<file path="src/rtl/rfid_token_bus_tx_if.sv">
// Token-bus transmit interface: token handshake, 8-bit byte-strobe bus and checker verdict.
// master = the transmitter side, slave = the token source / bus receiver side.
interface rfid_token_bus_tx_if;
    logic [63:0] tok_data;
    logic        tok_valid;
    logic        tok_ready;
    logic [7:0]  bus_data;
    logic        bus_clk;
    logic        bus_latch;
    logic        valid_in;
    logic        replay_in;
    logic        result_valid;
    logic [1:0]  result_code;
    logic        busy;

    modport master (
        input  tok_data, tok_valid, valid_in, replay_in,
        output tok_ready, bus_data, bus_clk, bus_latch, result_valid, result_code, busy
    );

    modport slave (
        output tok_data, tok_valid, valid_in, replay_in,
        input  tok_ready, bus_data, bus_clk, bus_latch, result_valid, result_code, busy
    );
endinterface

</file>
<file path="src/rtl/rfid_token_bus_tx.sv">
// Sends one 64-bit token as 8 MSB-first byte strobes and reports a result code.
// Macro TX_RESP_CHECK_EN compiles in the checker verdict wait (synchronizers + timeout).
module rfid_token_bus_tx #(
    parameter int SETUP_CYC    = 4,
    parameter int HIGH_CYC     = 8,
    parameter int LOW_CYC      = 8,
    parameter int RESP_TIMEOUT = 64
) (
    input  logic                   CLOCK_50,
    input  logic                   reset,
    rfid_token_bus_tx_if.master    link
);

    localparam int MAX_SH  = (SETUP_CYC > HIGH_CYC) ? SETUP_CYC : HIGH_CYC;
    localparam int MAX_SHL = (MAX_SH > LOW_CYC) ? MAX_SH : LOW_CYC;
    localparam int MAX_ALL = (MAX_SHL > RESP_TIMEOUT) ? MAX_SHL : RESP_TIMEOUT;
    localparam int CNT_W   = $clog2(MAX_ALL) + 1;

`ifdef TX_RESP_CHECK_EN
    typedef enum logic [2:0] {IDLE, SETUP, STROBE_HI, STROBE_LO, RESP_WAIT, DONE} state_t;
`else
    typedef enum logic [2:0] {IDLE, SETUP, STROBE_HI, STROBE_LO, DONE} state_t;
`endif

    state_t             state_reg, state_next;
    logic [CNT_W-1:0]   cnt_reg, cnt_next;
    logic [2:0]         idx_reg, idx_next;
    logic [63:0]        tok_sr_reg, tok_sr_next;
    logic [7:0]         bus_data_reg, bus_data_next;
    logic               bus_clk_reg, bus_clk_next;
    logic               bus_latch_reg, bus_latch_next;
    logic               tok_ready_reg, tok_ready_next;
    logic               busy_reg, busy_next;
    logic               result_valid_reg, result_valid_next;
    logic [1:0]         result_code_reg, result_code_next;

`ifdef TX_RESP_CHECK_EN
    // bit 0 = checker "valid", bit 1 = checker "replay"; both arrive asynchronously
    logic [1:0] flag_async;
    logic [1:0] flag_sync;

    assign flag_async = {link.replay_in, link.valid_in};

    generate
        for (genvar gi = 0; gi < 2; gi++) begin : g_sync
            logic s1_reg;
            logic s2_reg;
            always_ff @(posedge CLOCK_50 or posedge reset) begin
                if (reset) begin
                    s1_reg <= 1'b0;
                    s2_reg <= 1'b0;
                end else begin
                    s1_reg <= flag_async[gi];
                    s2_reg <= s1_reg;
                end
            end
            assign flag_sync[gi] = s2_reg;
        end
    endgenerate
`endif

    always_ff @(posedge CLOCK_50 or posedge reset) begin
        if (reset) begin
            state_reg        <= IDLE;
            cnt_reg          <= '0;
            idx_reg          <= 3'd0;
            tok_sr_reg       <= 64'd0;
            bus_data_reg     <= 8'h00;
            bus_clk_reg      <= 1'b0;
            bus_latch_reg    <= 1'b0;
            tok_ready_reg    <= 1'b1;
            busy_reg         <= 1'b0;
            result_valid_reg <= 1'b0;
            result_code_reg  <= 2'b00;
        end else begin
            state_reg        <= state_next;
            cnt_reg          <= cnt_next;
            idx_reg          <= idx_next;
            tok_sr_reg       <= tok_sr_next;
            bus_data_reg     <= bus_data_next;
            bus_clk_reg      <= bus_clk_next;
            bus_latch_reg    <= bus_latch_next;
            tok_ready_reg    <= tok_ready_next;
            busy_reg         <= busy_next;
            result_valid_reg <= result_valid_next;
            result_code_reg  <= result_code_next;
        end
    end

    always_comb begin
        state_next        = state_reg;
        cnt_next          = cnt_reg + CNT_W'(1);
        idx_next          = idx_reg;
        tok_sr_next       = tok_sr_reg;
        bus_data_next     = bus_data_reg;
        bus_clk_next      = bus_clk_reg;
        bus_latch_next    = bus_latch_reg;
        result_valid_next = 1'b0;
        result_code_next  = result_code_reg;

        case (state_reg)
            IDLE: begin
                cnt_next = '0;
                if (link.tok_valid && tok_ready_reg) begin
                    tok_sr_next    = link.tok_data;
                    idx_next       = 3'd0;
                    bus_data_next  = link.tok_data[63:56];
                    bus_latch_next = 1'b1;
                    bus_clk_next   = 1'b0;
                    state_next     = SETUP;
                end
            end
            SETUP: begin
                if (cnt_reg == CNT_W'(SETUP_CYC - 1)) begin
                    cnt_next     = '0;
                    bus_clk_next = 1'b1;
                    state_next   = STROBE_HI;
                end
            end
            STROBE_HI: begin
                if (cnt_reg == CNT_W'(HIGH_CYC - 1)) begin
                    cnt_next     = '0;
                    bus_clk_next = 1'b0;
                    state_next   = STROBE_LO;
                end
            end
            STROBE_LO: begin
                if (cnt_reg == CNT_W'(LOW_CYC - 1)) begin
                    cnt_next = '0;
                    if (idx_reg != 3'd7) begin
                        // next byte goes out only here, keeping bus_data stable over a full byte period
                        idx_next      = idx_reg + 3'd1;
                        tok_sr_next   = tok_sr_reg << 8;
                        bus_data_next = tok_sr_reg[55:48];
                        state_next    = SETUP;
                    end else begin
                        bus_latch_next = 1'b0;
                        bus_data_next  = 8'h00;
`ifdef TX_RESP_CHECK_EN
                        state_next     = RESP_WAIT;
`else
                        state_next        = DONE;
                        result_valid_next = 1'b1;
                        result_code_next  = 2'b00;
`endif
                    end
                end
            end
`ifdef TX_RESP_CHECK_EN
            RESP_WAIT: begin
                if (flag_sync == 2'b11) begin
                    state_next        = DONE;
                    result_valid_next = 1'b1;
                    result_code_next  = 2'b11;
                end else if (flag_sync[0]) begin
                    state_next        = DONE;
                    result_valid_next = 1'b1;
                    result_code_next  = 2'b01;
                end else if (flag_sync[1]) begin
                    state_next        = DONE;
                    result_valid_next = 1'b1;
                    result_code_next  = 2'b10;
                end else if (cnt_reg == CNT_W'(RESP_TIMEOUT - 1)) begin
                    state_next        = DONE;
                    result_valid_next = 1'b1;
                    result_code_next  = 2'b11;
                end
            end
`endif
            DONE: begin
                cnt_next   = '0;
                state_next = IDLE;
            end
            default: begin
                cnt_next   = '0;
                state_next = IDLE;
            end
        endcase

        // handshake flags follow the state being entered so they are registered with it
        tok_ready_next = (state_next == IDLE);
        busy_next      = (state_next != IDLE);
    end

    assign link.tok_ready    = tok_ready_reg;
    assign link.bus_data     = bus_data_reg;
    assign link.bus_clk      = bus_clk_reg;
    assign link.bus_latch    = bus_latch_reg;
    assign link.result_valid = result_valid_reg;
    assign link.result_code  = result_code_reg;
    assign link.busy         = busy_reg;

endmodule

</file>
<file path="src/flat_wrapper.sv">
// flat-port wrapper written by rule: the top's interface ports become plain ports
module rfid_token_bus_tx_flat 
#(
    parameter int SETUP_CYC    = 4,
    parameter int HIGH_CYC     = 8,
    parameter int LOW_CYC      = 8,
    parameter int RESP_TIMEOUT = 64
)
  (CLOCK_50, reset, link_tok_data, link_tok_valid, link_valid_in, link_replay_in, link_tok_ready, link_bus_data, link_bus_clk, link_bus_latch, link_result_valid, link_result_code, link_busy);
  rfid_token_bus_tx_if link_i ();
  input  logic CLOCK_50;
  input  logic reset;
  input wire logic [$bits(link_i.tok_data)-1:0] link_tok_data;
  input wire logic [$bits(link_i.tok_valid)-1:0] link_tok_valid;
  input wire logic [$bits(link_i.valid_in)-1:0] link_valid_in;
  input wire logic [$bits(link_i.replay_in)-1:0] link_replay_in;
  output wire logic [$bits(link_i.tok_ready)-1:0] link_tok_ready;
  output wire logic [$bits(link_i.bus_data)-1:0] link_bus_data;
  output wire logic [$bits(link_i.bus_clk)-1:0] link_bus_clk;
  output wire logic [$bits(link_i.bus_latch)-1:0] link_bus_latch;
  output wire logic [$bits(link_i.result_valid)-1:0] link_result_valid;
  output wire logic [$bits(link_i.result_code)-1:0] link_result_code;
  output wire logic [$bits(link_i.busy)-1:0] link_busy;
  assign link_i.tok_data = link_tok_data;
  assign link_i.tok_valid = link_tok_valid;
  assign link_i.valid_in = link_valid_in;
  assign link_i.replay_in = link_replay_in;
  assign link_tok_ready = link_i.tok_ready;
  assign link_bus_data = link_i.bus_data;
  assign link_bus_clk = link_i.bus_clk;
  assign link_bus_latch = link_i.bus_latch;
  assign link_result_valid = link_i.result_valid;
  assign link_result_code = link_i.result_code;
  assign link_busy = link_i.busy;
  rfid_token_bus_tx #(.SETUP_CYC(SETUP_CYC), .HIGH_CYC(HIGH_CYC), .LOW_CYC(LOW_CYC), .RESP_TIMEOUT(RESP_TIMEOUT)) u_core (.CLOCK_50(CLOCK_50), .reset(reset), .link(link_i));
endmodule
</file>
<file path="config.mk">
export PLATFORM = sky130hd
export DESIGN_NAME = rfid_token_bus_tx_flat
export DESIGN_NICKNAME = d
export VERILOG_FILES = /design/src/rtl/rfid_token_bus_tx_if.sv /design/src/rtl/rfid_token_bus_tx.sv /design/src/flat_wrapper.sv
export SDC_FILE = /design/constraint.sdc
export NUM_CORES = 1
export LEC_CHECK = 0
export ABC_AREA = 1
export CAP_MARGIN = 20
export CORE_UTILIZATION = 30
export CTS_CLUSTER_DIAMETER = 120
export DETAILED_ROUTE_END_ITERATION = 8
export PLACE_DENSITY = 0.5
export RECOVER_POWER = 100
export SETUP_SLACK_MARGIN = 0.15
export SLEW_MARGIN = 20
export SYNTH_ARGS = -nofsm -noshare
export SYNTH_HDL_FRONTEND = slang
export SYNTH_SLANG_ARGS = --single-unit
export TNS_END_PERCENT = 100
</file>
<file path="constraint.sdc">
create_clock -name CLOCK_50 -period 3.46 [get_ports CLOCK_50]
set_clock_uncertainty 0.15 [all_clocks]
set_input_delay 0.519 -clock CLOCK_50 [delete_from_list [all_inputs] [get_ports CLOCK_50]]
set_output_delay 0.519 -clock CLOCK_50 [all_outputs]
set_load 0.02 [all_outputs]
</file>
Yosys cells after proc, flatten, opt, wreduce, memory -nomap -nowiden
Index checks and enable logic that the tools add are counted.
Widths: inputs -> output; s select.

word-level totals
  register bits after elaboration = 82
  input bits = 69
  output and inout bits = 15
  word-level logic and storage cells = 67

cells by class
  add/subtract/negate cells = 2
  equality and inequality tests = 12
  mux-type cells = 32
  reductions and logical operators = 11

operator list
  operator             number
  $mux 56              3
  $pmux 56 s2          1
  $mux 3               8
  $mux 8               3
  $pmux 8 s2           1
  $mux 7               2
  $pmux 7 s2           1
  $pmux 3 s4           1
  $reduce_and 4->1     3
  $ne 2x1->1 const B   5
  $mux 1               9
  $add 7x1->7 const B  1
  $eq 7x2->1 const B   1
  $eq 7x3->1 const B   1
  $eq 3x2->1 const B   2
  $logic_not 3->1      2
  $pmux 3 s2           1
  $reduce_bool 3->1    2
  $add 3x1->3 const B  1
  $eq 3x1->1 const B   1
  $ne 3x3->1 const B   1
  $pmux 1 s3           1
  $reduce_and 3->1     1
  $ne 2x2->1 const B   1
  4 further kinds      4

Logic depth before layout (Yosys ltp)
  word-level depth = 5
  depth in mapped cells = 11
  mapped depth without buffers = 9

Worst setup path before layout
OpenSTA, ideal clock, no wires.

  path kind = register to register
  start = register u_core.cnt_reg[0]
  end = register u_core.tok_sr_reg[10]
  data arrival time = 1441 ps
  data required time = 3194 ps
  path slack = 1752 ps
  cell stages (with the launch flop) = 12
  buffers on the path = 2
  period minus slack after synthesis = 1708 ps
  cells stage by stage = dfrtp_1 > ha_1 > nand3_1 > inv_1 > nand2_1 > nand2_2 > nand2_2 > inv_2 > buf_6 > buf_6 > nand2_1 > nand2_1

between the ends
  cells in the longest elaborated chain, start to end = 3

RTL lines
  what                               line                      RTL
  start: declaration                 rfid_token_bus_tx.sv:26   logic [CNT_W-1:0] cnt_reg, cnt_next;
  start signal: assignment           rfid_token_bus_tx.sv:77   cnt_reg <= cnt_next;
  $eq 7x3->1                         rfid_token_bus_tx.sv:128  if (cnt_reg == CNT_W'(LOW_CYC - 1)) begin
  $ne 2x1->1 (no source line)        n/a
  $reduce_and 4->1 (no source line)  n/a
  end signal: assignment             rfid_token_bus_tx.sv:79   tok_sr_reg <= tok_sr_next;
  end: declaration                   rfid_token_bus_tx.sv:28   logic [63:0] tok_sr_reg, tok_sr_next;

No other way between the ends.
A chain may end at the register's enable or synchronous reset.

Worst setup path in the final report
  start = register u_core.idx_reg[0]
  end = register u_core.idx_reg[1]

between the ends
  cells in the longest elaborated chain, start to end = 4

RTL lines
  what                      line                      RTL
  start: declaration        rfid_token_bus_tx.sv:27   logic [2:0] idx_reg, idx_next;
  start signal: assignment  rfid_token_bus_tx.sv:78   idx_reg <= idx_next;
  $add 3x1->3               rfid_token_bus_tx.sv:132  idx_next = idx_reg + 3'd1;
  $mux 3                    rfid_token_bus_tx.sv:130  if (idx_reg != 3'd7) begin
  $mux 3                    rfid_token_bus_tx.sv:128
  $pmux 3 s2                rfid_token_bus_tx.sv:101  case (state_reg)

Parallel ways exist; a longest one is shown, timed or not. The select of a mux whose other input is x is not followed.

==> impl_metrics.py <==
metrics = {
    "grt": {
        "grt_pass1_vias": 3587,
        "grt_pass1_wl_um": 16200,
        "grt_antenna_before_repair": 0,
        "grt_max_degree": 65,
        "grtUsageTotal_pct": 14.3,
        "use_met3_pct": 3.19,
        "grt.overflow.total": 0,
        "use_met1_pct": 18.8,
        "top_usage_layer": "met2",
        "use_met2_pct": 23.2,
    },
    "timing": {
        "finalHoldViolCount": 0,
        "final-setup-viol-count": 0,
        "timing.hold.ws_ns": 0.324,
        "fmax_mhz": 392,
        "slew_viol_final": 34,
        "fin_ws_ns": 0.912,
        "period_share_pct": 73.6,
        "worst_pin_slew_ns": 1.55,
        "rsz0062_at_grt": "false",
        "period_needed_ns": 2.55,
        "final.setup.tns_ns": 0,
        "maxSlewHeadroom_pct": -3.68,
    },
    "placed_design": {
        "pre_cts_slack_ns": 0.919,
        "dp_hpwl_um": 6280,
        "numPortBuffers": 79,
        "dpl_cell_area_um2": 4960,
        "place.gp.congestion": 0.822,
    },
    "pwr": {
        "intPower_mw": 1.63,
        "power_leakage_nw": 2.82,
        "peakVddDrop_uv": 170,
        "power.total_mw": 2.07,
        "seqPwrFrac_pct": 46.3,
        "combPwrFrac_pct": 6.4,
        "pwr-share-clk_pct": 47.3,
        "p_sw_mw": 0.444,
        "power.density_nw_per_um2": 394,
        "swShare_pct": 21.4,
    },
    "drt": {
        "routed_wl_um": 9230,
        "drt-initial-drc-count": 182,
        "viasPerCell": 4.37,
        "dr.pass1.iters": 5,
        "postRouteAntennaNets": 0,
        "vias": 3555,
        "wl_per_cell_um": 11.3,
        "drc": 0,
    },
    "layout": {
        "final.fill_count": 1414,
        "drive_above_1_share_pct": 3.92,
        "seq_area_um2": 2050,
        "syn_to_final_growth_pct": 29.8,
        "multi_input_area_um2": 1720,
        "postLayoutCellArea_um2": 5250,
        "diodes": 0,
        "nets": 705,
        "largest_reg_flops": 56,
    },
    "worst_setup_path": {
        "crit_fanout": 53,
        "critPathKind": "register to register",
        "cp-end-kind": "register",
        "worstPathArrival_ns": 2.63,
        "start_kind": "register",
        "crit_required_ns": 3.54,
    },
    "cts": {
        "cts_made_buffers": 9,
        "path_clk_slew_ns": 0.06,
        "htree_levels": 3,
        "cts_buffer_depth": 2,
        "holdBufCountCts": 0,
        "clock-sinks": 82,
        "clock_latency_ns": 0.33,
        "post_cts_buffers": 0,
        "cts-root-buf": "clkbuf_16",
        "cts_tree": "yes",
        "cts-resized-gates": 0,
    },
    "logic_synthesis": {
        "synth_area_leaders": "dfrtp_1, nand2_1, inv_1",
        "synth.distinct_cells": 23,
        "syn_area_um2": 4050,
        "ys_ff_latch": 82,
        "seq_area_frac_synth_pct": 50.7,
        "synthesis.instances": 565,
        "synth_top_cell_by_area": "dfrtp_1",
        "yosys_warnings": 0,
        "yosys.area.top_type_share_pct": 50.1,
        "syn_area_per_cell_um2": 7.16,
    },
    "status": {
        "violations": "capacitance limit, slew limit",
        "outcome": "finished with violations",
    },
    "floorplanning": {
        "initial_utilization_pct": 30.7,
        "die_h_um": 118,
        "die_area_um2": 14000,
        "die_w_um": 118,
        "rows": 42,
        "io_pins": 84,
        "core-area_um2": 13200,
    },
    "flow_run": {
        "maxCapViolCount": 1,
    },
    "min_path": {
        "hold_class": "register to register",
    },
}
routing by layer:
metal / vias up / part of all wire (%)
li1: 1846 / -
met1: 1625 / 49
met2: 74 / 46
met3: 10 / 3.8
met4: 0 / 1.3
met5: - / 0
worst paths after layout:
path,start,endpoint,slack [ns],depth (start not counted)
max in group asynchronous,reset,u_core.tok_sr_reg[40]$_DFFE_PP0P_,1.46,3
max reg2reg,u_core.idx_reg[0]$_DFFE_PP0P_,u_core.idx_reg[1]$_DFFE_PP0P_,0.91,8
max,u_core.idx_reg[0]$_DFFE_PP0P_,u_core.idx_reg[1]$_DFFE_PP0P_,0.91,8
min in group asynchronous,reset,u_core.link.bus_data[2]$_DFFE_PP0P_,0.85,2
min,u_core.link.bus_latch$_DFFE_PP0P_,u_core.link.bus_latch$_DFFE_PP0P_,0.32,2
min reg2reg,u_core.link.bus_latch$_DFFE_PP0P_,u_core.link.bus_latch$_DFFE_PP0P_,0.32,2
critical path, stage by stage (launching register included):
cell and delay (ns):
dfrtp_1 0.40, ha_1 0.21, ha_1 0.19, inv_1 0.07, nand2_1 0.21, nand2_1 0.14, nand2_1 0.09, clkbuf_2 0.62
o21ai_0 0.37
kinds of logic after synthesis:
kind of cell	synth area share [%]
compound gates	4.05
xor+xnor	0.433
fa+ha+maj	0.927
buf+inv	6.77
flops	50.7
other cells	0.0926
simple gates	37.0
cells in the final DEF, fill, tap and decap left out:
master and n:
inv_6 2, buf_12 1, xor2_1 1, clkdlybuf4s50_1 65
o21ai_0 31, buf_4 1, o21ai_1 1, ha_1 3
dlygate4sd3_1 14, clkinv_4 2, dfstp_2 1, clkinvlp_2 1
clkbuf_2 2, clkbuf_16 9, xnor2_1 1, nand2_1 332
nor2_4 2, conb_1 2, dfrtp_1 81, inv_1 31
bufinv_16 1, nor2_1 28, nor3_1 3, clkinvlp_4 1
nand3_1 17, nand4_1 3, clkbuf_8 1, inv_2 1
power by group through the flow:
stage          Sequential, mW  Combinational (mW)  Clock [mW]
2_1_floorplan           0.977              0.0467           0
3_3_place_gp            0.977               0.138           0
3_5_place_dp            0.977               0.137           0
4_1_cts                 0.958               0.137        1.02
5_1_grt                 0.958               0.150        1.05
6_report                0.959               0.133       0.978
cells in the mapped netlist:
master	count
o21ai_2	1
nand4_1	3
nand2_2	2
buf_6	4
ha_1	3
dfrtp_1	81
nor3_1	3
inv_1	32
buf_1	1
buf_2	9
nand2_1	330
conb_1	1
o21ai_1	8
inv_2	1
xnor2_1	1
nor2_1	28
nor2_4	2
nand3_1	17
o21ai_0	23
buf_4	2
dfstp_2	1
clkbuf_1	11
xor2_1	1
layout make-up:
class | instances | area share, %
clock inverter | 6 | 1.38
inverter | 33 | 2.38
clock buffer | 10 | 4.55
timing repair buffer | 83 | 15.8
multi-input combinational | 424 | 32.7
tap | 176 | 4.19
sequential | 82 | 39.1
per-stage QoR:
step / util, % / cells
floorplan: - / 566
global placement: 37.6 / 798
detailed placement: 37.6 / 798
CTS: 40.0 / 814
global route: 39.8 / 814
finish: 39.8 / 814
No activity file was read; power rests on OpenSTA's default activity.
